File: config.mk
export PLATFORM = sky130hd
export DESIGN_NAME = uart
export DESIGN_NICKNAME = d
export VERILOG_FILES = /design/src/rtl/uart.sv
export SDC_FILE = /design/constraint.sdc
export NUM_CORES = 1
export LEC_CHECK = 0
export BUFFER_PORTS_ARGS = -buffer_cell sky130_fd_sc_hd__buf_2
export CAP_MARGIN = 20
export CORE_MARGIN = 2
export CORE_UTILIZATION = 60
export DETAILED_ROUTE_END_ITERATION = 7
export PLACE_DENSITY = 0.78
export SYNTH_ARGS = -nofsm -noshare
export SYNTH_HDL_FRONTEND = slang
export SYNTH_SLANG_ARGS = --single-unit
File: constraint.sdc
create_clock -name clock -period 2.45 [get_ports clock]
set_clock_uncertainty 0.15 [all_clocks]
set_input_delay 0.245 -clock clock [delete_from_list [all_inputs] [get_ports clock]]
set_output_delay 0.245 -clock clock [all_outputs]
set_load 0.02 [all_outputs]
File: src/rtl/uart.sv
// 8N1 full-duplex UART: buffered transmitter and mid-bit sampling receiver.
// Bit period is CLK_FREQ/BAUD clocks.
module uart #(
    parameter int CLK_FREQ = 50000000,
    parameter int BAUD     = 115200
) (
    input  logic       clock,
    input  logic       reset,
    input  logic       rxd,
    output logic       txd,
    input  logic       txce,
    input  logic [7:0] tx,
    output logic       rxce,
    output logic [7:0] rx,
    output logic       bsy,
    output logic       txmty,
    output logic       frmero
);

    localparam int DIV = CLK_FREQ / BAUD;
    localparam int CW  = $clog2(DIV);
    localparam logic [CW-1:0] LAST = CW'(DIV - 1);
    localparam logic [CW-1:0] HALF = CW'(DIV / 2 - 1);

    localparam logic [1:0] TX_IDLE  = 2'd0;
    localparam logic [1:0] TX_START = 2'd1;
    localparam logic [1:0] TX_DATA  = 2'd2;
    localparam logic [1:0] TX_STOP  = 2'd3;

    localparam logic [2:0] RX_IDLE     = 3'd0;
    localparam logic [2:0] RX_START    = 3'd1;
    localparam logic [2:0] RX_DATA     = 3'd2;
    localparam logic [2:0] RX_STOP     = 3'd3;
    localparam logic [2:0] RX_WAITHIGH = 3'd4;

    logic [1:0]    tx_state;
    logic [CW-1:0] tx_cnt;
    logic [2:0]    tx_bit;
    logic [7:0]    tx_shift;
    logic [7:0]    hold;
    logic          hold_full;

    assign txmty = !hold_full;

    always_ff @(posedge clock or posedge reset) begin
        if (reset) begin
            tx_state  <= TX_IDLE;
            tx_cnt    <= '0;
            tx_bit    <= '0;
            tx_shift  <= '0;
            hold      <= '0;
            hold_full <= 1'b0;
            txd       <= 1'b1;
            bsy       <= 1'b0;
        end else begin
            if (txce && !hold_full) begin
                hold      <= tx;
                hold_full <= 1'b1;
            end
            unique case (tx_state)
                TX_IDLE: begin
                    if (hold_full) begin
                        tx_shift  <= hold;
                        hold_full <= 1'b0;
                        tx_cnt    <= '0;
                        txd       <= 1'b0;
                        bsy       <= 1'b1;
                        tx_state  <= TX_START;
                    end
                end
                TX_START: begin
                    if (tx_cnt == LAST) begin
                        tx_cnt   <= '0;
                        tx_bit   <= '0;
                        txd      <= tx_shift[0];
                        tx_state <= TX_DATA;
                    end else begin
                        tx_cnt <= tx_cnt + 1'b1;
                    end
                end
                TX_DATA: begin
                    if (tx_cnt == LAST) begin
                        tx_cnt <= '0;
                        if (tx_bit == 3'd7) begin
                            txd      <= 1'b1;
                            tx_state <= TX_STOP;
                        end else begin
                            txd      <= tx_shift[1];
                            tx_shift <= {1'b0, tx_shift[7:1]};
                            tx_bit   <= tx_bit + 1'b1;
                        end
                    end else begin
                        tx_cnt <= tx_cnt + 1'b1;
                    end
                end
                TX_STOP: begin
                    if (tx_cnt == LAST) begin
                        tx_cnt <= '0;
                        // Chain straight into the next start bit when a byte waits
                        if (hold_full) begin
                            tx_shift  <= hold;
                            hold_full <= 1'b0;
                            txd       <= 1'b0;
                            tx_state  <= TX_START;
                        end else begin
                            bsy      <= 1'b0;
                            tx_state <= TX_IDLE;
                        end
                    end else begin
                        tx_cnt <= tx_cnt + 1'b1;
                    end
                end
                default: tx_state <= TX_IDLE;
            endcase
        end
    end

    logic [1:0]    rx_sync;
    logic          rs;
    logic [2:0]    rx_state;
    logic [CW-1:0] rx_cnt;
    logic [2:0]    rx_bit;
    logic [7:0]    rx_shift;

    assign rs = rx_sync[1];

    always_ff @(posedge clock or posedge reset) begin
        if (reset) begin
            rx_sync  <= 2'b11;
            rx_state <= RX_IDLE;
            rx_cnt   <= '0;
            rx_bit   <= '0;
            rx_shift <= '0;
            rx       <= 8'h00;
            rxce     <= 1'b0;
            frmero   <= 1'b0;
        end else begin
            rx_sync <= {rx_sync[0], rxd};
            rxce    <= 1'b0;
            unique case (rx_state)
                RX_IDLE: begin
                    if (!rs) begin
                        rx_cnt   <= '0;
                        rx_state <= RX_START;
                    end
                end
                RX_START: begin
                    if (rx_cnt == HALF) begin
                        rx_cnt   <= '0;
                        rx_bit   <= '0;
                        rx_state <= rs ? RX_IDLE : RX_DATA;
                    end else begin
                        rx_cnt <= rx_cnt + 1'b1;
                    end
                end
                RX_DATA: begin
                    if (rx_cnt == LAST) begin
                        rx_cnt   <= '0;
                        rx_shift <= {rs, rx_shift[7:1]};
                        rx_bit   <= rx_bit + 1'b1;
                        if (rx_bit == 3'd7) rx_state <= RX_STOP;
                    end else begin
                        rx_cnt <= rx_cnt + 1'b1;
                    end
                end
                RX_STOP: begin
                    if (rx_cnt == LAST) begin
                        rx_cnt <= '0;
                        if (rs) begin
                            rx       <= rx_shift;
                            rxce     <= 1'b1;
                            frmero   <= 1'b0;
                            rx_state <= RX_IDLE;
                        end else begin
                            frmero   <= 1'b1;
                            rx_state <= RX_WAITHIGH;
                        end
                    end else begin
                        rx_cnt <= rx_cnt + 1'b1;
                    end
                end
                RX_WAITHIGH: begin
                    if (rs) rx_state <= RX_IDLE;
                end
                default: rx_state <= RX_IDLE;
            endcase
        end
    end

endmodule

# Word level (Yosys, flattened, before mapping)
# Cells that the tools add are included.
# Widths: inputs -> output; s select.
op_classes:
  add_sub_neg: 4
  n_mux: 53
  n_eq_ne: 25
  reduce_logical: 22
ops:
  columns: ["cell", "count"]
  rows:
  - ["$mux 9", 5]
  - ["$mux 3", 12]
  - ["$mux 8", 4]
  - ["$pmux 9 s3", 1]
  - ["$ne 2x2->1 const B", 13]
  - ["$pmux 8 s3", 1]
  - ["$add 9x1->9 const B", 2]
  - ["$eq 9x9->1 const B", 2]
  - ["$pmux 9 s2", 1]
  - ["$mux 1", 16]
  - ["$pmux 3 s5", 1]
  - ["$mux 2", 6]
  - ["$pmux 3 s2", 2]
  - ["$reduce_and 4->1", 3]
  - ["$eq 3x3->1 const B", 3]
  - ["$eq 9x8->1 const B", 1]
  - ["$reduce_and 3->1", 3]
  - ["$pmux 2 s4", 1]
  - ["$add 3x1->3 const B", 2]
  - ["$eq 3x2->1 const B", 2]
  - ["$reduce_and 2->1", 3]
  - ["$reduce_and 6->1", 1]
  - ["$reduce_bool 2->1", 3]
  - ["$reduce_bool 3->1", 2]
  - ["12 further kinds", 14]
word_totals:
  regBits: 68
  inputBits: 12
  out_inout_bits: 13
  wordCells: 120

# Logic depth before layout (Yosys ltp)
depth:
  depth_word: 6
  ltp_mapped: 7
  depth_no_buf: 6

# Worst setup path after synthesis
# Ideal clock, no wire load.
synth_timing:
  kind: "register to register"
  from: "reg tx_state[0]"
  to: "reg tx_shift[0]"
  setup_time_ns: 0.127
  t_arrival_ns: 1.735
  setup_slack_ns: 0.437
  period_less_slack_ns: 2.013
  stages_incl_launch_ff: 7
  path_cell_list: "dfrtp_1 > inv_1 > ha_1 > buf_2 > clkbuf_1 > mux2_2 > mux2_1"
synth_via:
  elab_chain_len: 3
  elab_cells_between_ends: 9
  cone_classes: "eq/ne (5); mux (1); reduce/logical (3)"
synth_rtl:
  columns: ["item", "line_no", "rtl"]
  rows:
  - ["start: declaration", "36", "logic [1:0] tx_state;"]
  - ["start signal: assignment", "47", "tx_state <= TX_IDLE;"]
  - ["start signal: assignment", "68", "tx_state <= TX_START;"]
  - ["start signal: assignment", "76", "tx_state <= TX_DATA;"]
  - ["$eq 2x2->1 or $logic_not 2->1 (tied branches)", "60", "unique case (tx_state)"]
  - ["$ne 2x2->1 (no line) or $reduce_bool 3->1 (tied branches)", null, null]
  - ["$reduce_and 4->1 (no line)", null, null]
  - ["end signal: assignment", "63", "tx_shift <= hold;"]
  - ["end signal: assignment", "89", "tx_shift <= {1'b0, tx_shift[7:1]};"]
  - ["end signal: assignment", "101", "tx_shift <= hold;"]
  - ["end: declaration", "39", "logic [7:0] tx_shift;"]
# Several ways; a longest one is shown, not always the timed one.
# A chain may end at the register's enable or synchronous reset.

# Final worst setup path
layout_timing:
  from: "reg tx_state[1]"
  to: "reg tx_state[1]"
layout_via:
  elab_chain_len: 3
  elab_cells_between_ends: 11
  cone_classes: "eq/ne (8); mux (1); reduce/logical (2)"
layout_rtl:
  columns: ["item", "line_no"]
  rows:
  - ["$eq 2x2->1 (tied with other cells)", "60"]
  - ["$ne 2x2->1 (no line)", null]
  - ["$reduce_and 5->1 (no line)", null]
# Several ways; a longest one is shown, not always the timed one.

==> run summary <==
# rows: 27
Die W: 79.67 um
Antenna violations before repair: 0
Nets: 364
Netlist Area Pre-Place: 3436 um^2
TritonCTS clock tree: done
Routed wl met2: 3187 um
Detailed Route Iter0 Violations: 94
H-tree Lvls: 3
CORE AREA: 5507 um^2
CP Max Fanout: 8
Ys async rst share: 100.0%
Num CTS Buffers: 9
DRC violations left: 0
Slew margin rel.: 51.83%
P_leak: 1.843 nW
Top cells by area, synth: dfrtp_1 47%, mux2_1 11%, ha_1 5.1%
FF-to-FF path depth: 6
Wl on met1: 2802 um
Maximum VDD drop: 423.7 uV
CP Launch Type: flop
Count of state elements after synthesis: 68
Hold_ws: 0.2131 ns
Placed instance area: 3645 um^2
Critical path required time: 2.52 ns
Post-synthesis cell count: 297
Arr. time, crit path: 2.21 ns
EDFF count, synth: 0
Primary FF master, synth: dfrtp_1
Max stage delay cell, worst path: nor2b_1
Total power: 3.523 mW
Vias: 2300
R2R Setup Slk: 0.31 ns
Drt wl/cell: 15.09 um
Hold endpoint: rx_sync[1]
Family with the most delay on the worst path: simple AND/OR/NAND/NOR gates
Hpwl dp: 4076 um
Largest net degree at the start of global routing: 36
Die height: 79.67 um
Drt via density: 5.542
Setup CP Type: flop to flop
CP Cell Sequence: inv_1 > ha_1 > nor2b_1 > a21oi_1 > o21ai_1 > mux2_1
RSZ-0062 raised after global routing: no
Yosys cell types: 56
Total die area: 6347 um^2
GR Overflow Total: 0
Fin area: 3971 um^2
Antenna viol nets, final: 0
First-pass GRT wire length: 10640 um
Max layer used: met4
Final WL: 6261 um
Routed wl met3: 168 um
Period Utilization, post-route: 87.39%
Final weighted congestion in routability-driven placement: 0.8281
Pwr Density: 887.1 nW/um^2
Setup_tns: 0 ns
Biggest cell delay along the critical path: 0.45 ns
Hold Startpoint: rx_sync[0]
Area delta synth->final: 15.59%
CTS Sinks: 68
Max cap viols: 0
Worst path buffer plus inverter count: 1
Ys Warns: 0
Initial Utilization: 62.39%
Worst Max-Slew Pin Slew: 0.7216 ns
RR Startpoint: tx_state[1]
CTS Buffer Depth: 2
Ratio of cells with drive above 1 in the final layout: 18.66%
Hold Crit Depth: 0
FMAX: 467.0 MHz
Final Util: 72.12%
Final slew viol count: 0
Final hold violation count: 0
Yosys top cell by area: dfrtp_1
CP Capture Type: flop
GRT Util Overall: 21.87%
Vias in the first global route: 2329
Seq/Total Area, Yosys: 49.64%
Tmin final: 2.141 ns
Ports: 25
Clk slew on worst S/H paths: 0.08 ns
Syn_nets: 323
HP Class: flop to flop
Antenna cell count: 0
Syn Area/Cell: 11.57 um^2
# setup viols final: 0
PortBufs: 24
Status: finished, final reports clean
Synth top area share: 47.34%
Number of setup buffers added after CTS: 0
Later-pin clock latency in the skew report: 0.34 ns
Root buf cell: clkbuf_8
Drt pass-1 iters: 4
Reg2reg end: tx_state[1]
[flip-flops by register name, summed over array words and instances, names as in the netlist, 3 cells and up]
register,cells
rx_cnt,9
tx_bit,3
rx_shift,8
tx_shift,8
rx_state,3
rx_bit,3
hold,8
rx,8
tx_cnt,9
[worst max-delay path by stage]
| stage | start | endpoint | slack [ns] | depth (start not counted) |
|---|---|---|---|---|
| final | tx_state[1] | tx_state[1] | 0.31 | 6 |
| after global placement | tx_state[0] | tx_shift[6] | 0.43 | 6 |
| after CTS | tx_state[1] | tx_state[1] | 0.31 | 6 |
| after global routing | tx_state[1] | tx_state[1] | 0.17 | 6 |
| after detailed placement | tx_state[0] | tx_state[1] | 0.37 | 6 |
| after floorplan | reset | bsy | 0.35 | 1 |
[cell families after synthesis]
family / share of synthesized area, %
AND/OR/NAND/NOR: 14.93
AO/OA/AOI/OAI: 10.67
flip-flops: 49.64
buffers and inverters: 2.695
multiplexers: 14.93
XOR/XNOR: 2.039
adder cells (fa/ha/maj): 5.098
[Yosys cell counts, types with 2 or more instances]
cell type / instances
nor2_1: 15
buf_2: 5
clkbuf_1: 3
ha_1: 14
inv_1: 15
nor2_4: 2
nor4b_1: 2
mux2i_1: 4
xor2_1: 5
mux2_2: 7
a211oi_1: 2
a21oi_1: 7
o21a_1: 3
and2_1: 3
dfstp_2: 3
or3_1: 3
o22ai_1: 2
o221ai_1: 2
nand2_1: 24
nand3_1: 8
xnor2_1: 3
o211ai_1: 2
o32ai_1: 2
a22o_1: 5
nor3_1: 5
o21ai_1: 9
mux2_1: 35
o21ai_0: 6
dfrtp_1: 65
nor2b_1: 7
nand4_1: 4
[worst reg2reg max path: stages, from the launching register on]
cell     delay, ns
dfrtp_1       0.44
inv_1         0.13
ha_1          0.23
nor2b_1       0.45
a21oi_1       0.12
o21ai_1       0.15
mux2_1        0.35
[placed cells by master (no fill, tap or decap), drive strengths merged, types with 5 or more instances in the layout]
cell         netlist  routed
a21oi              7       7
a22o               5       5
buf                5      27
clkbuf             3      10
dfrtp             65      65
dlygate4sd3        0      11
ha                14      14
inv               15      15
mux2              42      42
nand2             25      25
nand3             10      10
nor2              17      17
nor2b              7       7
nor3               5       5
o21ai             16      16
xor2               5       5
[report_power, final]
part | switching [mW] | total [mW] | internal (mW)
logic | 0.495 | 0.992 | 0.497
clock network | 0.433 | 1.01 | 0.573
registers | 0.177 | 1.52 | 1.35
total | 1.11 | 3.52 | 2.42
[metrics by stage]
stage | std cells | setup slack [ns]
after global routing | 415 | 0.1733
after CTS | 415 | 0.3089
final | 415 | 0.3089
after detailed placement | 388 | 0.3670
after floorplan | 297 | 0.3485
after global placement | 388 | 0.4301
[area by class of cell]
class / count / area (um^2)
timing repair buffer: 38 / 265.3
multi-input combinational: 206 / 1638
sequential: 68 / 1705
clock buffer: 10 / 127.6
fill: 390 / 1535
inverter: 15 / 56.30
clock inverter: 6 / 88.84
tap: 72 / 90.09
[repair_timing]
| action | 4_1_cts | 5_1_grt |
|---|---|---|
| gates resized for setup | 0 | 0 |
| hold buffers | 11 | 0 |
| hold endpoints to repair | 42 | 0 |
[per-layer routing]
metal	GRT usage [%]	vias to the layer above
met1	27.37	1113
met4	7.931	0
met2	36.81	31
met5	0	-
met3	5.430	10
li1	-	1146
Power figures use the tool's default switching activity.
